<file path="src/rtl/uart_read_if.sv">
// uart_read_if
//   Consumer-side bundle of the UART receiver.
//   read_ce   consumer acknowledge (clears rready and overrun)
//   dout      last good received byte
//   rready    dout holds an unread byte (sticky)
//   overrun   a good byte overwrote an unread one (sticky)
//   frame_err one-cycle pulse when a stop bit is sampled low
//   master: receiver side, slave: consumer side.
interface uart_read_if;
    logic       read_ce;
    logic [7:0] dout;
    logic       rready;
    logic       overrun;
    logic       frame_err;

    modport master (
        input  read_ce,
        output dout,
        output rready,
        output overrun,
        output frame_err
    );

    modport slave (
        output read_ce,
        input  dout,
        input  rready,
        input  overrun,
        input  frame_err
    );
endinterface

</file>
<file path="src/rtl/uart_read.sv">
// uart_read
//   8N1 UART receiver, LSB first, running on the core clock. rxd is
//   double-synchronised, each frame is found on the start-bit falling edge,
//   every bit is sampled at mid-bit and the byte lands in a single-entry
//   output register with a ready/acknowledge handshake.
//   Ports:
//     clk  core clock
//     rst  asynchronous active-high reset
//     rxd  serial line (asynchronous, idle high)
//     rd   consumer bundle: read_ce in; dout, rready, overrun, frame_err out
module uart_read #(
    parameter int CLK_FREQ = 50_000_000,
    parameter int BAUD     = 9600
) (
    input  logic        clk,
    input  logic        rst,
    input  logic        rxd,
    uart_read_if.master rd
);
    localparam int CPB  = CLK_FREQ / BAUD;
    localparam int HALF = CPB / 2;
    localparam int CW   = $clog2(CPB);

    localparam logic [CW-1:0] CNT_LAST  = CW'(CPB - 1);
    localparam logic [CW-1:0] HALF_LAST = CW'(HALF - 1);

    localparam logic [1:0] IDLE  = 2'd0;
    localparam logic [1:0] START = 2'd1;
    localparam logic [1:0] DATA  = 2'd2;
    localparam logic [1:0] STOP  = 2'd3;

    logic          rx_meta;
    logic          rx_s;
    logic [1:0]    state;
    logic [CW-1:0] cnt;
    logic [2:0]    bitn;
    logic [7:0]    shreg;
    logic [7:0]    dout_q;
    logic          rready_q;
    logic          overrun_q;
    logic          frame_err_q;

    assign rd.dout      = dout_q;
    assign rd.rready    = rready_q;
    assign rd.overrun   = overrun_q;
    assign rd.frame_err = frame_err_q;

    // Two-stage synchroniser; reset to the idle line level.
    always_ff @(posedge clk or posedge rst) begin
        if (rst) begin
            rx_meta <= 1'b1;
            rx_s    <= 1'b1;
        end else begin
            rx_meta <= rxd;
            rx_s    <= rx_meta;
        end
    end

    always_ff @(posedge clk or posedge rst) begin
        if (rst) begin
            state       <= IDLE;
            cnt         <= '0;
            bitn        <= '0;
            shreg       <= '0;
            dout_q      <= '0;
            rready_q    <= 1'b0;
            overrun_q   <= 1'b0;
            frame_err_q <= 1'b0;
        end else begin
            frame_err_q <= 1'b0;

            // Acknowledge first; a good stop in the same cycle overrides
            // rready below, so the new byte is never lost.
            if (rd.read_ce) begin
                rready_q  <= 1'b0;
                overrun_q <= 1'b0;
            end

            case (state)
                IDLE: begin
                    cnt <= '0;
                    if (!rx_s) begin
                        state <= START;
                    end
                end

                START: begin
                    if (cnt == HALF_LAST) begin
                        cnt <= '0;
                        if (!rx_s) begin
                            state <= DATA;
                            bitn  <= '0;
                        end else begin
                            // Low pulse shorter than half a bit: ignore.
                            state <= IDLE;
                        end
                    end else begin
                        cnt <= cnt + 1'b1;
                    end
                end

                DATA: begin
                    if (cnt == CNT_LAST) begin
                        cnt   <= '0;
                        shreg <= {rx_s, shreg[7:1]};
                        if (bitn == 3'd7) begin
                            state <= STOP;
                        end else begin
                            bitn <= bitn + 3'd1;
                        end
                    end else begin
                        cnt <= cnt + 1'b1;
                    end
                end

                STOP: begin
                    if (cnt == CNT_LAST) begin
                        // Leaving at mid-stop gives half a bit of slack to
                        // catch a back-to-back start edge.
                        cnt   <= '0;
                        state <= IDLE;
                        if (rx_s) begin
                            dout_q   <= shreg;
                            rready_q <= 1'b1;
                            if (rready_q && !rd.read_ce) begin
                                overrun_q <= 1'b1;
                            end
                        end else begin
                            frame_err_q <= 1'b1;
                        end
                    end else begin
                        cnt <= cnt + 1'b1;
                    end
                end

                default: begin
                    state <= IDLE;
                    cnt   <= '0;
                end
            endcase
        end
    end
endmodule

</file>
<file path="src/flat_wrapper.sv">
// flat-port wrapper written by rule: the top's interface ports become plain ports
module uart_read_flat 
#(
    parameter int CLK_FREQ = 50_000_000,
    parameter int BAUD     = 9600
)
  (clk, rst, rxd, rd_read_ce, rd_dout, rd_rready, rd_overrun, rd_frame_err);
  uart_read_if rd_i ();
  input  logic clk;
  input  logic rst;
  input  logic rxd;
  input wire logic [$bits(rd_i.read_ce)-1:0] rd_read_ce;
  output wire logic [$bits(rd_i.dout)-1:0] rd_dout;
  output wire logic [$bits(rd_i.rready)-1:0] rd_rready;
  output wire logic [$bits(rd_i.overrun)-1:0] rd_overrun;
  output wire logic [$bits(rd_i.frame_err)-1:0] rd_frame_err;
  assign rd_i.read_ce = rd_read_ce;
  assign rd_dout = rd_i.dout;
  assign rd_rready = rd_i.rready;
  assign rd_overrun = rd_i.overrun;
  assign rd_frame_err = rd_i.frame_err;
  uart_read #(.CLK_FREQ(CLK_FREQ), .BAUD(BAUD)) u_core (.clk(clk), .rst(rst), .rxd(rxd), .rd(rd_i));
endmodule
</file>
<file path="config.mk">
export PLATFORM = sky130hd
export DESIGN_NAME = uart_read_flat
export DESIGN_NICKNAME = d
export VERILOG_FILES = /design/src/rtl/uart_read_if.sv /design/src/rtl/uart_read.sv /design/src/flat_wrapper.sv
export SDC_FILE = /design/constraint.sdc
export NUM_CORES = 1
export LEC_CHECK = 0
export CAP_MARGIN = 10
export CORE_AREA = 3 3 73 75
export CTS_CLUSTER_SIZE = 24
export DETAILED_ROUTE_END_ITERATION = 7
export DIE_AREA = 0 0 76 78
export GPL_ROUTABILITY_DRIVEN = 0
export SYNTH_ARGS = -nofsm -noshare
export SYNTH_HDL_FRONTEND = slang
export SYNTH_SLANG_ARGS = --single-unit
</file>
<file path="constraint.sdc">
create_clock -name clk -period 4.8 [get_ports clk]
set_input_delay 0.96 -clock clk [delete_from_list [all_inputs] [get_ports clk]]
set_output_delay 0.96 -clock clk [all_outputs]
set_load 0.02 [all_outputs]
</file>
==> flow_summary.ini <==
[sta]
worst-slew-pin-transition_ps = 532
final-hold-violation-count = 0
worst_clock_skew_ps = 4.54
final.setup.tns_ps = 0
max_freq_ghz = 0.423
rsz_0062_raised_after_global_routing = false
minimum_clock_period_ps = 2370
max-slew-margin-rel_pct = 64.4
final-max-slew-violation-count = 0
fin_crit_sh_pct = 49.3
final-setup-viol-count = 0
fin_ws_ps = 2430

[hold_path]
worst_hold_path_type = flop to flop

[synth]
yosys.cell_count.top_type = sky130_fd_sc_hd__dfrtp_1
yosysWarningCount = 0
ys_seq_elements = 39
synth.top_cell.area_share_pct = 49.4
dominantRegCellSynth = sky130_fd_sc_hd__dfrtp_1
synth.avg_cell_area_sq_um = 12.1
synth_cells = 155
synth.area.top_cells = sky130_fd_sc_hd__dfrtp_1, sky130_fd_sc_hd__mux2_2, sky130_fd_sc_hd__ha_1
netlist_top_cells_count = sky130_fd_sc_hd__dfrtp_1, sky130_fd_sc_hd__nor2_1, sky130_fd_sc_hd__mux2_2, sky130_fd_sc_hd__nand2_1
synth_async_sr_flop_share_pct = 100
post_synth_instance_area_sq_um = 1870
number_of_enable_flip_flop_cells_after_synthesis = 0
synth_nets = 167
synth_largest_area_cell = sky130_fd_sc_hd__dfrtp_1
synth.yosys.seq_area_share_pct = 52.2
synth.lib_cells_used.distinct = 40

[final_layout]
final_cells = 242
num_antenna_cells = 0
finish.net_count = 186
synthToLayoutAreaGrowth_pct = 17.5
final_layout_size_suffix_gt1_share_pct = 17.7

[setup_path]
cpLargestDelayFamily = simple AND/OR/NAND/NOR gates
critical_path.n_buffers_inverters = 0
critical_path_peak_fanout = 10
crit_path_start_kind = flop
setup.worst_path.class = flop to flop
timing.critical_path.arrival_ps = 2550
cp_data_required_time_ps = 4990
worst_path_largest_cell_delay_ps = 650
rrSetupSlack_ps = 2430
library_cell_contributing_the_largest_single_delay_on_the_critical_path = sky130_fd_sc_hd__or4b_1
cp-end-kind = flop
sequence_of_cells_on_the_critical_path = or4b_1 > nor3_1 > and3_1 > mux2_2

[routing]
route.met3.wl_microns = 190
m1WireLength_mm = 1.53
highest_layer = met4
totalWireLength_mm = 3.37
dr_vias = 1249
route.antenna.remaining_nets = 0
drt_iter0_drc = 51
wire_length_per_cell_after_detailed_routing_microns = 13.9
route.detailed.vias_per_inst = 5.16
met2WireLength_mm = 1.56
dr.pass1.iters = 4
drcViolationCount = 0

[power]
peakVddDrop_uv = 101
post-layout-total-power_uw = 618
power_density_nw_per_um2 = 281
total_leakage_power_nw = 1.01

[clocking]
hold_buffers = 0
clock_tree.buffer_depth = 2
cts_root_buffer = sky130_fd_sc_hd__clkbuf_8
cts.htree.levels = 2
clock_sinks = 39
cts-buffers-inserted = 5
worst_skew_pair.late_latency_ps = 300
cts.reportedPaths.clkPinSlew_ps = 80
clock_tree_from_tritoncts = yes
cts_setup_buffers = 0
post_cts.resized_instances = 0

[floorplanning]
core_area_sq_um = 4720
die_height_microns = 78
rows = 25
ios = 15
floorplan.initialDensity_pct = 39.7
dieWidth_microns = 76
die_area_sq_um = 5930

[global_routing]
grtUsageTotal_pct = 12.4
grt_first_pass_wirelength_mm = 5.75
first_global_vias = 1234
antenna_found_initial = 0
grt-ovfl-total = 0
grt_start_max_net_pins = 40

[place]
buffer_ports.inserted = 14
post-place-ws_ps = 2450
post_place_cells = 234
detailed_place_hpwl_mm = 2.34

[run]
cap_violations = 0

[status]
run_status = complete, no violations
layout by cell type (no fill, tap or decap), types with 2 or more instances in the layout:
cell / Yosys / routed
sky130_fd_sc_hd__nand2_1: 10 / 10
sky130_fd_sc_hd__xor2_1: 7 / 7
sky130_fd_sc_hd__clkdlybuf4s50_1: 0 / 14
sky130_fd_sc_hd__dfstp_2: 2 / 2
sky130_fd_sc_hd__nand4_1: 4 / 4
sky130_fd_sc_hd__mux2_2: 11 / 11
sky130_fd_sc_hd__clkbuf_8: 0 / 5
sky130_fd_sc_hd__xnor2_1: 4 / 4
sky130_fd_sc_hd__or4b_4: 3 / 3
sky130_fd_sc_hd__ha_1: 8 / 8
sky130_fd_sc_hd__nor3_1: 4 / 4
sky130_fd_sc_hd__nand3_1: 8 / 8
sky130_fd_sc_hd__inv_1: 6 / 6
sky130_fd_sc_hd__nor2_1: 15 / 15
sky130_fd_sc_hd__nand2b_1: 3 / 3
sky130_fd_sc_hd__dfrtp_1: 37 / 37
sky130_fd_sc_hd__mux2_1: 5 / 5
sky130_fd_sc_hd__o221ai_1: 2 / 2
sky130_fd_sc_hd__and3_1: 3 / 3
cell families after synthesis:
group / count (synthesis) / synth area share [%]
adders and majority gates: 8 / 5.34
DFF: 39 / 52.2
muxes: 17 / 10.2
and+or+nand+nor: 60 / 19.8
buffers and inverters: 9 / 2.07
xor gates and xnor gates: 11 / 5.14
AOI/OAI and AO/OA: 11 / 5.21
worst paths after layout:
path / to / from / cells after the start
max in group asynchronous: u_core.rx_meta / rst / 3
max: u_core.rd.dout[6] / u_core.cnt[9] / 4
min: u_core.rx_s / u_core.rx_meta / 0
min in group asynchronous: u_core.rd.dout[5] / rst / 3
min reg2reg: u_core.rx_s / u_core.rx_meta / 0
max reg2reg: u_core.rd.dout[6] / u_core.cnt[9] / 4
registers in the layout, indices dropped and copies added, names as in the netlist, named ones only:
register / count
u_core.bitn: 3
u_core.cnt: 13
u_core.rd.dout: 8
u_core.rd.frame_err: 1
u_core.rd.overrun: 1
u_core.rd.rready: 1
u_core.rx_meta: 1
u_core.rx_s: 1
u_core.shreg: 8
u_core.state: 1
cell type report:
| cell class | instances | area (sq um) |
|---|---|---|
| flip-flops and latches | 39 | 978 |
| fillers | 406 | 2520 |
| well taps | 67 | 83.8 |
| repair buffers | 15 | 148 |
| clock buffers | 5 | 68.8 |
| clock inverters | 3 | 43.8 |
| multi-input cells | 107 | 856 |
| inverters | 6 | 22.5 |
metal layers:
metal | vias to the layer above | GRT usage (%)
met3 | 8 | 4.41
met2 | 35 | 19.4
met5 | - | 0
li1 | 590 | -
met4 | 0 | 6.34
met1 | 616 | 15.1
per-stage QoR:
step / util [%] / hold WS [ps] / cell area [sq um]
global route: 46.6 / 370 / 2200
finish: 46.6 / 360 / 2200
CTS: 46.6 / 363 / 2200
detailed placement: 44.2 / 351 / 2090
global placement: 44.2 / 350 / 2090
floorplan: - / 345 / 1870
where the power goes:
part	total [mW]	internal [mW]	switching (mW)
Sequential	0.331	0.330	0.000905
Combinational	0.0100	0.00321	0.00679
Clock	0.277	0.155	0.122
Note: power is estimated with default switching activity, not from simulation.
